$ cat src/rtl/calc_seq_n.sv
// Serial reduction calculator: folds NUM_OPS unsigned operands into a sum, max,
// min or range result, with valid/ready handshakes on operands and result.
module calc_seq_n #(
   parameter int DATA_W  = 6,
   parameter int NUM_OPS = 6,
   parameter int OUT_W   = 10
) (
   input  logic              clk,
   input  logic              rst_n,
   input  logic              start,
   output logic              start_ready,
   input  logic [1:0]        mode,
   input  logic              in_valid,
   output logic              in_ready,
   input  logic [DATA_W-1:0] in_data,
   output logic              out_valid,
   input  logic              out_ready,
   output logic [OUT_W-1:0]  out_data,
   output logic              overflow,
   output logic              busy
);

   localparam int CNT_W = (NUM_OPS > 1) ? $clog2(NUM_OPS) : 1;
   localparam int SUM_W = OUT_W + 1;
   localparam logic [CNT_W-1:0] LAST_CNT = CNT_W'(NUM_OPS - 1);

   localparam logic [1:0] MODE_SUM   = 2'd0;
   localparam logic [1:0] MODE_MAX   = 2'd1;
   localparam logic [1:0] MODE_MIN   = 2'd2;
   localparam logic [1:0] MODE_RANGE = 2'd3;

   typedef enum logic [1:0] {
      ST_IDLE  = 2'd0,
      ST_ACCUM = 2'd1,
      ST_DONE  = 2'd2
   } state_t;

   state_t              state_r;
   state_t              state_s;
   logic [1:0]          mode_r;
   logic [CNT_W-1:0]    cnt_r;
   logic [OUT_W-1:0]    sum_r;
   logic                acc_ovf_r;
   logic [DATA_W-1:0]   max_r;
   logic [DATA_W-1:0]   min_r;
   logic [OUT_W-1:0]    out_data_r;
   logic                overflow_r;
   logic                out_valid_r;
   logic                in_ready_r;
   logic                busy_r;

   logic                start_acc_s;
   logic                op_acc_s;
   logic                last_op_s;
   logic [SUM_W-1:0]    sum_ext_s;
   logic                ovf_next_s;
   logic [DATA_W-1:0]   max_next_s;
   logic [DATA_W-1:0]   min_next_s;
   logic [OUT_W-1:0]    result_s;
   logic                res_ovf_s;

   // Next-state decode and handshake acceptance strobes.
   always_comb begin
      state_s     = state_r;
      start_acc_s = 1'b0;
      op_acc_s    = 1'b0;
      last_op_s   = 1'b0;
      case (state_r)
         ST_IDLE: begin
            if (start) begin
               start_acc_s = 1'b1;
               state_s     = ST_ACCUM;
            end else begin
               state_s = ST_IDLE;
            end
         end
         ST_ACCUM: begin
            if (in_valid) begin
               op_acc_s = 1'b1;
               if (cnt_r == LAST_CNT) begin
                  last_op_s = 1'b1;
                  state_s   = ST_DONE;
               end else begin
                  state_s = ST_ACCUM;
               end
            end else begin
               state_s = ST_ACCUM;
            end
         end
         ST_DONE: begin
            // Consuming the result and starting the next operation share a cycle.
            if (out_ready) begin
               if (start) begin
                  start_acc_s = 1'b1;
                  state_s     = ST_ACCUM;
               end else begin
                  state_s = ST_IDLE;
               end
            end else begin
               state_s = ST_DONE;
            end
         end
         default: begin
            state_s = ST_IDLE;
         end
      endcase
   end

   // Accumulator, extremes and the result they would produce with the current operand.
   always_comb begin
      sum_ext_s  = {1'b0, sum_r} + SUM_W'(in_data);
      ovf_next_s = acc_ovf_r | sum_ext_s[OUT_W];
      if (in_data > max_r) begin
         max_next_s = in_data;
      end else begin
         max_next_s = max_r;
      end
      if (in_data < min_r) begin
         min_next_s = in_data;
      end else begin
         min_next_s = min_r;
      end
      result_s  = {OUT_W{1'b0}};
      res_ovf_s = 1'b0;
      case (mode_r)
         MODE_SUM: begin
            result_s  = sum_ext_s[OUT_W-1:0];
            res_ovf_s = ovf_next_s;
         end
         MODE_MAX: begin
            result_s = OUT_W'(max_next_s);
         end
         MODE_MIN: begin
            result_s = OUT_W'(min_next_s);
         end
         MODE_RANGE: begin
            result_s = OUT_W'(max_next_s - min_next_s);
         end
         default: begin
            result_s  = {OUT_W{1'b0}};
            res_ovf_s = 1'b0;
         end
      endcase
   end

   // State register plus registered decodes of the next state.
   always_ff @(posedge clk or negedge rst_n) begin
      if (!rst_n) begin
         state_r    <= ST_IDLE;
         in_ready_r <= 1'b0;
         busy_r     <= 1'b0;
      end else begin
         state_r    <= state_s;
         in_ready_r <= (state_s == ST_ACCUM);
         busy_r     <= (state_s != ST_IDLE);
      end
   end

   // Operation context: latched mode, operand count and running reductions.
   always_ff @(posedge clk or negedge rst_n) begin
      if (!rst_n) begin
         mode_r    <= 2'd0;
         cnt_r     <= {CNT_W{1'b0}};
         sum_r     <= {OUT_W{1'b0}};
         acc_ovf_r <= 1'b0;
         max_r     <= {DATA_W{1'b0}};
         min_r     <= {DATA_W{1'b0}};
      end else if (start_acc_s) begin
         mode_r    <= mode;
         cnt_r     <= {CNT_W{1'b0}};
         sum_r     <= {OUT_W{1'b0}};
         acc_ovf_r <= 1'b0;
         max_r     <= {DATA_W{1'b0}};
         min_r     <= {DATA_W{1'b1}};
      end else if (op_acc_s) begin
         sum_r     <= sum_ext_s[OUT_W-1:0];
         acc_ovf_r <= ovf_next_s;
         max_r     <= max_next_s;
         min_r     <= min_next_s;
         // Hold on the final operand so the counter never wraps.
         if (!last_op_s) begin
            cnt_r <= cnt_r + CNT_W'(1);
         end
      end
   end

   // Result registers: loaded only on entry to DONE, otherwise hold.
   always_ff @(posedge clk or negedge rst_n) begin
      if (!rst_n) begin
         out_data_r  <= {OUT_W{1'b0}};
         overflow_r  <= 1'b0;
         out_valid_r <= 1'b0;
      end else if (last_op_s) begin
         out_data_r  <= result_s;
         overflow_r  <= res_ovf_s;
         out_valid_r <= 1'b1;
      end else if ((state_r == ST_DONE) && out_ready) begin
         out_valid_r <= 1'b0;
      end
   end

   // start_ready follows out_ready combinationally in DONE; held low during reset.
   assign start_ready = rst_n & ((state_r == ST_IDLE) | ((state_r == ST_DONE) & out_ready));
   assign in_ready    = in_ready_r;
   assign busy        = busy_r;
   assign out_valid   = out_valid_r;
   assign out_data    = out_data_r;
   assign overflow    = overflow_r;

endmodule

$ cat config.mk
export PLATFORM = sky130hd
export DESIGN_NAME = calc_seq_n
export DESIGN_NICKNAME = d
export VERILOG_FILES = /design/src/rtl/calc_seq_n.sv
export SDC_FILE = /design/constraint.sdc
export NUM_CORES = 1
export LEC_CHECK = 0
export ABC_CLOCK_PERIOD_IN_PS = 4200
export CAP_MARGIN = 0
export CORE_ASPECT_RATIO = 1.1
export CORE_MARGIN = 2
export CORE_UTILIZATION = 58
export DETAILED_ROUTE_END_ITERATION = 10
export HOLD_SLACK_MARGIN = 0.05
export PLACE_DENSITY_LB_ADDON = 0.15
export REMOVE_ABC_BUFFERS = 1
export SLEW_MARGIN = 20
export SYNTH_ARGS = -nofsm -noshare
export SYNTH_HDL_FRONTEND = slang
export SYNTH_SLANG_ARGS = --single-unit
$ cat constraint.sdc
create_clock -name clk -period 4.2 [get_ports clk]
set_input_delay 0.63 -clock clk [delete_from_list [all_inputs] [get_ports clk]]
set_output_delay 0.63 -clock clk [all_outputs]
set_load 0.02 [all_outputs]
==> flow_summary.json <==
{
  "status": "completed",
  "rsz0062_at_grt": "no",
  "remaining_drc_errors": 0,
  "root_buffer": "clkbuf_8",
  "maxCapViolCount": 0,
  "hold_buffers": 0,
  "finish.instance_area_mm2": 0.00358,
  "layout_commonest_cell": "dfrtp_1",
  "dpl_cell_area_mm2": 0.00341,
  "drive_gt1_frac": 0.109,
  "drv_slew": 0,
  "clk_path_buf_depth": 2,
  "rows": 27,
  "power_mw": 2.93,
  "io_pins": 28,
  "synth.area.top_cells": "dfrtp_1, ha_1, o21ai_0",
  "synthFlopType": "dfrtp_1",
  "grt.busiest_layer": "met2",
  "routed_via_density": 6.35,
  "ys_ff_latch": 44,
  "die_area_mm2": 0.00588,
  "cp-end-kind": "flip-flop",
  "drt_iter0_markers": 181,
  "final_cell_mix": "dfrtp_1, nand2_1, o21ai_0",
  "postCtsSetupBuffers": 0,
  "synth_area_per_cell_um2": 9.06,
  "wl_per_cell_um": 17.9,
  "cts_tree": "yes",
  "period_minus_slack_ps": 3900,
  "diodes": 0,
  "hp-class": "in2async",
  "ir_drop_mv": 0.429,
  "post-route-util": 0.712,
  "hpwl_mm": 5.47,
  "first_global_vias": 2659,
  "wl_mm": 7.63,
  "critPathLaunchType": "input port",
  "ant_nets": 0,
  "htree_num_levels": 2,
  "grt_pass1_wl_mm": 12.6,
  "clock_skew_ps": 4.70,
  "grt.met1_usage": 0.347,
  "netlist_area_mm2": 0.00306,
  "synth_cell_type_count": 63,
  "grt_util_met2": 0.473,
  "r2r.worst_path.cells": 15,
  "synth_edf_count": 0,
  "fmax_mhz": 257,
  "cts.sinks": 44,
  "gp_congestion": 0.872,
  "critPathKind": "in2reg",
  "setup_viol": 0,
  "postSynth.asyncResetShare": 1.00,
  "maxSlewHeadroom": 0.502,
  "setup_tns_ps": 0,
  "tightest_slew_ps": 747,
  "p_per_area_mw_per_mm2": 819,
  "die_x_um": 73.3,
  "port_buffers": 27,
  "synthCells": 338,
  "ff2ff_setup_slack_ps": 810,
  "yosysTopAreaCell": "dfrtp_1",
  "path_clk_slew_ps": 90,
  "gr-total-overflow": 0,
  "num_vias": 2705,
  "nets": 405,
  "hold_viol": 0,
  "dieHeight_um": 80.2,
  "synth_top_area_frac": 0.360,
  "first_pass_iters": 4,
  "critPathMaxFanout": 5,
  "power_leakage_nw": 1.61,
  "clk-insertion-delay-late_ps": 300,
  "area_growth_pct": 17.0,
  "grt_max_degree": 45,
  "synth_warnings": 0,
  "grt_antenna_before_repair": 0,
  "start_util": 0.608,
  "cp.required_ps": 4400,
  "period_share": 0.928,
  "nFillCells": 398,
  "met3_usage": 0.0477,
  "cts_buffers": 5,
  "grt_usage": 0.280,
  "synth-seq-area-share": 0.360,
  "ctsResizeCount": 0,
  "arrival_ps": 4100,
  "core_mm2": 0.00503
}
-- cell usage after synthesis (all sizes together), types with 4 or more instances --
cell and instances:
a2111oi 4, a21o 4, a21oi 23, a221oi 4, clkbuf 11, dfrtp 44
ha 24, inv 27, mux2 5, mux2i 7, nand2 38, nand2b 7
nand3 14, nor2 12, nor3 6, o21ai 41, o31ai 8, xnor2 6
xor2 4
-- state kept, by name, indices dropped and copies added, names as in the netlist, 2 cells and up --
name,cells
out_data,10
sum_r,10
max_r,6
min_r,6
cnt_r,3
mode_r,2
state_r,2
-- per-stage QoR --
step	std cells	hold WS, ps	setup WS, ps
finish	426	464	304
global route	426	511	157
CTS	425	490	362
detailed placement	417	473	73.9
global placement	417	461	123
floorplan	325	334	862
-- layout make-up --
cell class	instances	area, µm²	area share
Clock buffer	5	68.8	0.0192
Clock inverter	3	90.1	0.0251
Inverter	27	101	0.0283
Multi-Input combinational cell	254	1800	0.503
Sequential cell	44	1100	0.307
Tap cell	58	72.6	0.0203
Timing Repair Buffer	35	345	0.0964
-- layer usage --
layer | vias to the layer above | routed length, µm | part of all wire
met4 | 0 | 190 | 0.025
met2 | 75 | 3850 | 0.50
met3 | 19 | 315 | 0.041
li1 | 1280 | - | -
met1 | 1331 | 3280 | 0.43
met5 | - | 0 | 0
-- kinds of logic (layout without fill, tap and decap cells) --
group | after synthesis | count (layout) | share of synthesized area
simple gates | 96 | 96 | 0.157
fa+ha+maj | 26 | 26 | 0.108
buf+inv | 40 | 70 | 0.0515
mux | 14 | 14 | 0.0560
xor+xnor | 10 | 10 | 0.0286
compound gates | 108 | 108 | 0.240
flops | 44 | 44 | 0.360
-- where the power goes --
| group | internal [mW] | leakage (nW) | switching (mW) |
|---|---|---|---|
| clock network | 0.298 | 0.0784 | 0.158 |
| registers | 0.592 | 0.555 | 0.173 |
| logic | 0.772 | 0.974 | 0.941 |
| total | 1.66 | 1.61 | 1.27 |
-- path summary, 6_finish.rpt --
kind	endpoint	startpoint
setup / recovery	out_data[3]	in_data[3]
hold / removal	max_r[0]	rst_n
setup reg to reg	out_data[3]	max_r[3]
hold reg to reg	out_data[0]	out_data[0]
max in group asynchronous	min_r[5]	rst_n
min in group clk	out_data[0]	out_data[0]
-- critical path, cell delays in order --
cell             delay, ps
clkdlybuf4s50_1        520
ha_1                   390
a211oi_2               250
nor2_1                 110
o31ai_4                400
nor2_1                  70
a21oi_1                220
ha_1                   250
inv_1                  100
nor2_1                 110
a31oi_1                 70
and3_4                 210
a2111oi_0              420
a41oi_1                 90
a31o_1                 270
No activity file was read; power rests on OpenSTA's default activity.
